## src/rtl/gat_sched_pkg.sv

```systemverilog
// rtl/gat_sched_pkg.sv - shared stage/state types for the GAT stage scheduler
package gat_sched_pkg;

    localparam int STAGE_NUM = 4;

    typedef enum logic [1:0] {
        STG_SPMM = 2'd0,
        STG_DMVM = 2'd1,
        STG_SM   = 2'd2,
        STG_AGGR = 2'd3
    } stage_e;

    typedef enum logic [2:0] {
        ST_IDLE = 3'd0,
        ST_SPMM = 3'd1,
        ST_DMVM = 3'd2,
        ST_SM   = 3'd3,
        ST_AGGR = 3'd4,
        ST_ERR  = 3'd5
    } state_e;

    // Stage code of a compute state; only meaningful for the four stage states.
    function automatic stage_e state_to_stage(input state_e s);
        case (s)
            ST_DMVM: return STG_DMVM;
            ST_SM:   return STG_SM;
            ST_AGGR: return STG_AGGR;
            default: return STG_SPMM;
        endcase
    endfunction

    function automatic logic is_stage_state(input state_e s);
        return (s == ST_SPMM) || (s == ST_DMVM) || (s == ST_SM) || (s == ST_AGGR);
    endfunction

endpackage

```

## src/rtl/gat_sched_watchdog.sv

```systemverilog
// rtl/gat_sched_watchdog.sv - per-stage watchdog counter with clear-on-entry and expiry flag
module gat_sched_watchdog #(
    parameter int TIMEOUT_CYCLES = 1048576
) (
    input  logic clk,
    input  logic rst,
    input  logic i_clr,
    input  logic i_run,
    output logic o_expired
);

    localparam int CW = (TIMEOUT_CYCLES > 2) ? $clog2(TIMEOUT_CYCLES) : 1;
    localparam logic [CW-1:0] LIMIT = CW'(TIMEOUT_CYCLES - 1);

    logic [CW-1:0] r_cnt;

    // Count cycles spent in the current stage; restart from zero on every stage entry.
    always_ff @(posedge clk or posedge rst) begin
        if (rst) begin
            r_cnt <= '0;
        end else if (i_clr || !i_run) begin
            r_cnt <= '0;
        end else if (r_cnt != LIMIT) begin
            r_cnt <= r_cnt + 1'b1;
        end
    end

    // Expiry is flagged in the TIMEOUT_CYCLES-th cycle of the stage, so the error lands one cycle later.
    assign o_expired = i_run && (r_cnt == LIMIT);

endmodule

```

## src/rtl/gat_stage_scheduler.sv

```systemverilog
// rtl/gat_stage_scheduler.sv - GAT layer/stage sequencer; optional perf counters via GAT_SCHED_PERF_CNT_EN
module gat_stage_scheduler
    import gat_sched_pkg::*;
#(
    parameter int NUM_LAYERS     = 2,
    parameter int TIMEOUT_CYCLES = 1048576,
    parameter int CNT_W          = 32,
    localparam int LW            = (NUM_LAYERS > 1) ? $clog2(NUM_LAYERS) : 1
) (
    input  logic             clk,
    input  logic             rst,
    input  logic             start_i,
    input  logic             abort_i,
    output logic             busy_o,
    output logic             done_o,
    output logic             err_o,
    output logic [1:0]       err_stage_o,
    output logic [LW-1:0]    layer_o,
    output logic             spmm_vld_o,
    input  logic             spmm_rdy_i,
    output logic             dmvm_vld_o,
    input  logic             dmvm_rdy_i,
    output logic             sm_vld_o,
    input  logic             sm_rdy_i,
    output logic             aggr_vld_o,
    input  logic             aggr_rdy_i,
    input  logic [1:0]       perf_sel_i,
    output logic [CNT_W-1:0] perf_cnt_o
);

    localparam logic [LW-1:0] LAST_LAYER = LW'(NUM_LAYERS - 1);

    state_e                 r_state;
    state_e                 w_state_nxt;
    logic [LW-1:0]          r_layer;
    logic [LW-1:0]          w_layer_nxt;
    logic                   r_done;
    logic                   w_done_nxt;
    logic                   r_err;
    logic                   w_err_nxt;
    logic [1:0]             r_err_stage;
    logic [1:0]             w_err_stage_nxt;
    logic                   r_busy;
    logic [STAGE_NUM-1:0]   r_vld;
    logic [STAGE_NUM-1:0]   w_vld_nxt;
    logic                   w_expired;
    logic                   w_in_stage;
    logic                   w_stage_entry;
    logic                   w_stage_rdy;
    logic                   w_start_acc;

    assign w_in_stage    = is_stage_state(r_state);
    assign w_stage_entry = (w_state_nxt != r_state);
    assign w_start_acc   = (r_state == ST_IDLE) && start_i && !abort_i;

    // Only the rdy belonging to the active stage counts; all others are ignored.
    always_comb begin
        w_stage_rdy = 1'b0;
        case (r_state)
            ST_SPMM: w_stage_rdy = spmm_rdy_i;
            ST_DMVM: w_stage_rdy = dmvm_rdy_i;
            ST_SM:   w_stage_rdy = sm_rdy_i;
            ST_AGGR: w_stage_rdy = aggr_rdy_i;
            default: w_stage_rdy = 1'b0;
        endcase
    end

    gat_sched_watchdog #(
        .TIMEOUT_CYCLES(TIMEOUT_CYCLES)
    ) u_watchdog (
        .clk       (clk),
        .rst       (rst),
        .i_clr     (w_stage_entry),
        .i_run     (w_in_stage),
        .o_expired (w_expired)
    );

    // Next-state logic: abort beats rdy, rdy beats watchdog expiry.
    always_comb begin
        w_state_nxt     = r_state;
        w_layer_nxt     = r_layer;
        w_done_nxt      = 1'b0;
        w_err_nxt       = r_err;
        w_err_stage_nxt = r_err_stage;
        if (abort_i) begin
            w_state_nxt     = ST_IDLE;
            w_err_nxt       = 1'b0;
            w_err_stage_nxt = 2'd0;
        end else begin
            case (r_state)
                ST_IDLE: begin
                    if (start_i) begin
                        w_state_nxt = ST_SPMM;
                        w_layer_nxt = '0;
                    end
                end
                ST_SPMM, ST_DMVM, ST_SM, ST_AGGR: begin
                    if (w_stage_rdy) begin
                        case (r_state)
                            ST_SPMM: w_state_nxt = ST_DMVM;
                            ST_DMVM: w_state_nxt = ST_SM;
                            ST_SM:   w_state_nxt = ST_AGGR;
                            default: begin
                                if (r_layer == LAST_LAYER) begin
                                    w_state_nxt = ST_IDLE;
                                    w_done_nxt  = 1'b1;
                                end else begin
                                    w_state_nxt = ST_SPMM;
                                    w_layer_nxt = r_layer + 1'b1;
                                end
                            end
                        endcase
                    end else if (w_expired) begin
                        w_state_nxt     = ST_ERR;
                        w_err_nxt       = 1'b1;
                        w_err_stage_nxt = state_to_stage(r_state);
                    end
                end
                default: w_state_nxt = r_state;
            endcase
        end
    end

    // One-hot stage valids decoded from the next state so the outputs come straight from flops.
    always_comb begin
        w_vld_nxt = '0;
        case (w_state_nxt)
            ST_SPMM: w_vld_nxt[STG_SPMM] = 1'b1;
            ST_DMVM: w_vld_nxt[STG_DMVM] = 1'b1;
            ST_SM:   w_vld_nxt[STG_SM]   = 1'b1;
            ST_AGGR: w_vld_nxt[STG_AGGR] = 1'b1;
            default: w_vld_nxt = '0;
        endcase
    end

    // State and registered outputs.
    always_ff @(posedge clk or posedge rst) begin
        if (rst) begin
            r_state     <= ST_IDLE;
            r_layer     <= '0;
            r_done      <= 1'b0;
            r_err       <= 1'b0;
            r_err_stage <= 2'd0;
            r_busy      <= 1'b0;
            r_vld       <= '0;
        end else begin
            r_state     <= w_state_nxt;
            r_layer     <= w_layer_nxt;
            r_done      <= w_done_nxt;
            r_err       <= w_err_nxt;
            r_err_stage <= w_err_stage_nxt;
            r_busy      <= is_stage_state(w_state_nxt);
            r_vld       <= w_vld_nxt;
        end
    end

    assign busy_o      = r_busy;
    assign done_o      = r_done;
    assign err_o       = r_err;
    assign err_stage_o = r_err_stage;
    assign layer_o     = r_layer;
    assign spmm_vld_o  = r_vld[STG_SPMM];
    assign dmvm_vld_o  = r_vld[STG_DMVM];
    assign sm_vld_o    = r_vld[STG_SM];
    assign aggr_vld_o  = r_vld[STG_AGGR];

`ifdef GAT_SCHED_PERF_CNT_EN
    logic [CNT_W-1:0] r_perf [STAGE_NUM];

    // Saturating per-stage valid-cycle counters, cleared when a run is accepted.
    always_ff @(posedge clk or posedge rst) begin
        if (rst) begin
            for (int s = 0; s < STAGE_NUM; s++) r_perf[s] <= '0;
        end else if (w_start_acc) begin
            for (int s = 0; s < STAGE_NUM; s++) r_perf[s] <= '0;
        end else begin
            for (int s = 0; s < STAGE_NUM; s++) begin
                if (r_vld[s] && (r_perf[s] != {CNT_W{1'b1}})) r_perf[s] <= r_perf[s] + 1'b1;
            end
        end
    end

    assign perf_cnt_o = r_perf[perf_sel_i];
`else
    logic w_unused_perf;
    assign w_unused_perf = (^perf_sel_i) ^ w_start_acc;
    assign perf_cnt_o    = '0;
`endif

endmodule

```

## config.mk

```make
export PLATFORM = sky130hd
export DESIGN_NAME = gat_stage_scheduler
export DESIGN_NICKNAME = d
export VERILOG_FILES = /design/src/rtl/gat_sched_pkg.sv /design/src/rtl/gat_sched_watchdog.sv /design/src/rtl/gat_stage_scheduler.sv
export SDC_FILE = /design/constraint.sdc
export NUM_CORES = 1
export LEC_CHECK = 0
export ABC_AREA = 1
export BUFFER_PORTS_ARGS = -buffer_cell sky130_fd_sc_hd__buf_2
export CORE_AREA = 2 2 66 68
export DETAILED_ROUTE_END_ITERATION = 8
export DIE_AREA = 0 0 68 70
export HOLD_SLACK_MARGIN = 0.08
export PLACE_DENSITY = 0.78
export SETUP_SLACK_MARGIN = 0.3
export SKIP_LAST_GASP = 1
export SLEW_MARGIN = 20
export SYNTH_ARGS = -nofsm -noshare
export SYNTH_HDL_FRONTEND = slang
export SYNTH_SLANG_ARGS = --single-unit
```

## constraint.sdc

```tcl
create_clock -name clk -period 2.5 [get_ports clk]
set_clock_uncertainty 0.2 [all_clocks]
set_input_delay 0.375 -clock clk [delete_from_list [all_inputs] [get_ports clk]]
set_output_delay 0.375 -clock clk [all_outputs]
set_load 0.05 [all_outputs]
```

Word level (Yosys, flattened, before mapping) --
Index checks and enable logic that the tools add are counted.
Word-level totals: register bits 33, word-level logic and storage cells 77, output and inout bits 42, input port bits 10
Cells by class: bitwise logic cells 1, reductions and logical operators 18, muxes and demuxes 33, equal/unequal tests 15, $add $sub $neg 2
Operator list (number):
- $mux W20 | 2
- $add A20 B1 Y20 const B | 1
- $eq A20 B20 Y1 const B | 1
- $ne A20 B20 Y1 const B | 1
- $mux W1 | 18
- $eq A3 B2 Y1 const B | 4
- $mux W3 | 4
- $pmux W3 S3 | 1
- $mux W2 | 4
- $ne A2 B2 Y1 const B | 4
- $reduce_bool A2 Y1 | 4
- $logic_or A1 B1 Y1 | 7
- $eq A3 B1 Y1 const B | 2
- $eq A3 B3 Y1 const B | 2
- $pmux W2 S3 | 1
- $pmux W3 S2 | 1
- $reduce_and A5 Y1 | 1
- $pmux W1 S4 | 1
- $reduce_or A4 Y1 | 1
- $logic_not A3 Y1 | 1
- $ne A3 B3 Y1 | 1
- $reduce_and A3 Y1 | 1
- $reduce_or A3 Y1 | 1
- $pmux W1 S2 | 1
- other kinds (4) | 4

Logic depth before layout (Yosys ltp) --
word-level depth 13, mapped depth 15, gate-level depth less buffers 14

Hierarchy --
A second synthesis with hierarchy kept.
Unflattened totals: cells, all modules 306, area, all modules 2331.0 um^2
Modules (own cells, without submodules):
- gat_sched_watchdog | cells each 175, instances 1, seq. area each 500.5 um^2, area an instance 1244.9 um^2
- gat_stage_scheduler | cells each 131, instances 1, seq. area each 325.3 um^2, area an instance 1086.0 um^2

Worst setup path before layout --
OpenSTA, ideal clock, no wires.
path kind flip-flop to flip-flop, start point reg u_watchdog.r_cnt[0], end point reg u_watchdog.r_cnt[16], path slack 0.533 ns, arrival 1.644 ns, required time 2.178 ns, path buffers 1, setup time 0.122 ns, cell stages (with the launch flop) 14, cell sequence dfrtp_1 > ha_1 > nand2_1 > nor2_1 > nand3_1 > nor2_1 > nand3_2 > nand3_2 > nand2_2 > nand2_1 > nand2_1 > nand2_2 > buf_6 > nor2_2
Between the ends: longest elaborated chain between the ends 9
RTL lines:
- from (decl) | RTL line gat_sched_watchdog.sv:15 | logic [CW-1:0] r_cnt;
- from (signal assigned) | RTL line gat_sched_watchdog.sv:24 | r_cnt <= r_cnt + 1'b1;
- $eq A20 B20 Y1 | RTL line gat_sched_watchdog.sv:29 | assign o_expired = i_run && (r_cnt == LIMIT);
- $logic_and A1 B1 Y1 | RTL line gat_sched_watchdog.sv:29
- $mux W3 | RTL line gat_stage_scheduler.sv:113 | end else if (w_expired) begin
- $mux W3 | RTL line gat_stage_scheduler.sv:98 | if (w_stage_rdy) begin
- $pmux W3 S2 | RTL line gat_stage_scheduler.sv:90 | case (r_state)
- $mux W3 | RTL line gat_stage_scheduler.sv:85 | if (abort_i) begin
- $ne A3 B3 Y1 | RTL line gat_stage_scheduler.sv:53 | assign w_stage_entry = (w_state_nxt != r_state);
- $logic_or A1 B1 Y1 | RTL line gat_sched_watchdog.sv:21 | end else if (i_clr || !i_run) begin
- $mux W20 or $reduce_bool A2 Y1 (tied branches)
Several ways; a longest one is shown, not always the timed one. The select of a mux whose other input is x is not followed. A chain may end at the register's enable or synchronous reset.

Worst setup path after layout --
start point reg u_watchdog.r_cnt[0], end point reg u_watchdog.r_cnt[8]
The elaborated chain is that of the path after synthesis.

==> results.cfg <==
[global_route]
grt_pass1_vias = 1511
grt_use_total_pct = 17.3
grt_pass1_wl_microns = 6330
grt_antenna_before_repair = 0
overflow = 0
grt_max_degree = 34

[synthesis]
yosysSeqAreaShare_pct = 39.3
ys_ff_latch = 33
yosysUniqueCellTypes = 30
yosys_warnings = 0
netlist_area_sq_um = 2100
syn-instance-count = 269
synth.avg_cell_area_sq_um = 7.81

[hold_path]
min_to = err_stage_o[1]
hold_path_class = reg -> reg
hp-start = err_stage_o[1]
min_delay_path_depth = 2

[worst_setup_path]
r2r_end = u_watchdog.r_cnt[8]
r2r_slack_ns = 0.32
critPathArrivalTime_ns = 2.20
end_kind = flip-flop
start_kind = flip-flop
ff2ff_path_depth = 14
required_ns = 2.51
crit_type = reg -> reg
rr_startpoint = u_watchdog.r_cnt[0]
cp_max_fo = 10

[final_layout]
area_growth_pct = 21.0
nets = 326
final_layout_size_suffix_gt1_share_pct = 31.6
antennaDiodeCount = 0
fill_cells = 363
final_area_sq_um = 2540

[die]
die_x_microns = 68
io_pins = 52
core_region_area_sq_um = 4140
std_cell_rows = 24
start_util_pct = 50.7
die_h_microns = 70
dieArea_sq_um = 4760

[sta]
maxSlewViolCount = 0
setup_violations = 0
report.final.hold_viol_count = 0
holdWs_ns = 0.299
fin_crit_sh_pct = 87.3
rsz0062_at_grt = false
fmax_ghz = 0.458
fin_ws_ns = 0.316
min_period_ns = 2.18
setup-tns-final_ns = 0

[drt]
drtPass1Iterations = 4
ant_nets = 0
wl_per_cell_microns = 12.6
wl_microns = 4620
drt_iter0_drc = 76
vias_per_cell = 4.93
drc_errors = 0
route.vias.total = 1815

[place]
globalplace.congestion = 0.843
place_ws_ns = 0.304
io_buffers = 17
hpwlAfterDp_microns = 2740
place_area_sq_um = 2130

[clock_tree]
cts-buffers-inserted = 5
clockBufferDepth = 2
cts_tree = built
clkTransAtPathRegs_ns = 0.07
cts.sinks = 33
htreeDepth = 2
clockRootBuffer = clkbuf_8
clk_latency_ns = 0.29

[power]
power_density_nw_per_um2 = 1010
leakagePower_nw = 1.21
fin_total_pwr_mw = 2.56
vdd_drop_max_mv = 0.722

[outcome]
outcome = finished clean

[job]
cap_violations = 0
==> cells in the mapped netlist <==
master | count | area share [%]
o21ai_0 | 8 | 1.9
nand2_2 | 4 | 1.2
nand4_1 | 4 | 1.2
nor2_2 | 17 | 5.1
o21ai_1 | 1 | 0.24
o21ai_2 | 1 | 0.42
conb_1 | 1 | 0.18
nand3b_1 | 2 | 0.71
inv_2 | 2 | 0.36
nor3_1 | 6 | 1.4
o31ai_1 | 1 | 0.36
xnor2_1 | 5 | 2.1
inv_1 | 24 | 4.3
a31oi_1 | 1 | 0.30
nor2_4 | 1 | 0.54
o21bai_1 | 1 | 0.36
a22o_1 | 1 | 0.42
a21oi_2 | 2 | 0.83
nand2_1 | 52 | 9.3
buf_4 | 32 | 11
clkinv_1 | 1 | 0.18
buf_6 | 3 | 1.6
nand3_2 | 4 | 1.9
xor2_1 | 7 | 2.9
a21oi_1 | 3 | 0.71
a41oi_1 | 1 | 0.42
dfrtp_1 | 33 | 39
nand3_1 | 15 | 3.6
ha_1 | 1 | 0.60
nor2_1 | 35 | 6.3
==> routing by layer <==
| layer | global-route usage [%] | share of wire [%] | vias up |
|---|---|---|---|
| met5 | 0 | 0 | - |
| met3 | 3.86 | 4.9 | 13 |
| li1 | - | - | 876 |
| met1 | 21.4 | 39 | 866 |
| met4 | 9.33 | 2.7 | 0 |
| met2 | 27.6 | 53 | 60 |
==> how the worst max path moves through the flow <==
stage / endpoint / from / depth (start not counted) / slack [ns]
final: u_watchdog.r_cnt[8] / u_watchdog.r_cnt[0] / 14 / 0.32
after detailed placement: u_watchdog.r_cnt[19] / u_watchdog.r_cnt[0] / 12 / 0.30
after CTS: u_watchdog.r_cnt[6] / r_state[1] / 12 / 0.30
after global routing: u_watchdog.r_cnt[8] / u_watchdog.r_cnt[13] / 13 / 0.13
after floorplan: u_watchdog.r_cnt[16] / u_watchdog.r_cnt[0] / 13 / 0.53
after global placement: u_watchdog.r_cnt[4] / u_watchdog.r_cnt[0] / 14 / 0.35
==> cells by family (layout without fill, tap and decap cells) <==
family | count (synthesis) | count (layout) | synth area share (%)
adder cells (fa/ha/maj) | 1 | 1 | 0.595
other | 1 | 32 | 0.178
buffers and inverters | 62 | 78 | 17.9
XOR/XNOR | 12 | 12 | 5.00
AO/OA/AOI/OAI | 20 | 20 | 5.95
flip-flops | 33 | 33 | 39.3
AND/OR/NAND/NOR | 140 | 140 | 31.1
==> state kept, by name, indices dropped and copies added (netlist names) <==
signal	flops
busy_o	1
done_o	1
err_o	1
err_stage_o	2
layer_o	1
r_state	3
r_vld	4
u_watchdog.r_cnt	20
==> repair_timing <==
item / CTS / global route
hold buffers: 2 / 0
pin swaps: 0 / 17
cloned: 0 / 2
hold endpoints to repair: 34 / 0
gates resized for setup: 2 / 31
setup buffers: 0 / 19
setup endpoints to repair: 8 / 20
==> worst max-delay path: stages (launching register included) <==
cell and delay (ns):
dfrtp_1 0.39, ha_2 0.20, inv_1 0.06, nor2_2 0.12, nand2_2 0.13, nor2_4 0.13
nand3_1 0.09, nand2_2 0.09, nand3_2 0.08, nand2_1 0.07, nand2_1 0.07, nor2_2 0.13
nand2_4 0.09, buf_12 0.15, nor2_1 0.10
==> cell usage in the layout, fill, tap and decap left out, types with 2 or more instances in the layout <==
cell type       n
nor3_1          4
nand2_2         7
inv_4           2
xnor2_1         5
conb_1         32
nor3_2          2
xor2_1          7
nand3b_1        2
o21ai_0         8
nand3_1        13
nor2_2         18
nor2_4          6
inv_1          24
nand2_4         2
dlygate4sd3_1   2
nand2_1        47
clkbuf_8        7
dfrtp_2         3
buf_4          21
dfrtp_1        30
nand3_2         6
nand4_1         4
nor2_1         29
buf_2          17
a21oi_1         3
==> layout make-up <==
class / count / area, sq um / area share, %
Sequential cell: 33 / 830 / 32.6
Multi-Input combinational cell: 205 / 1120 / 43.9
Clock buffer: 7 / 96.3 / 3.79
Clock inverter: 1 / 5.00 / 0.197
Timing Repair Buffer: 43 / 319 / 12.5
Inverter: 27 / 110 / 4.33
Tap cell: 52 / 65.1 / 2.56
==> stage by stage <==
stage / cells / util (%)
finish: 368 / 61.4
global route: 368 / 61.4
CTS: 347 / 54.4
detailed placement: 337 / 51.4
global placement: 337 / 51.4
floorplan: 300 / -
==> report_power, final <==
group	total, mW	internal, mW	switching (mW)
sequential	0.681	0.606	0.0744
combinational	1.43	0.491	0.942
clock	0.450	0.249	0.201
total	2.56	1.35	1.22
No activity file was read; power rests on OpenSTA's default activity.
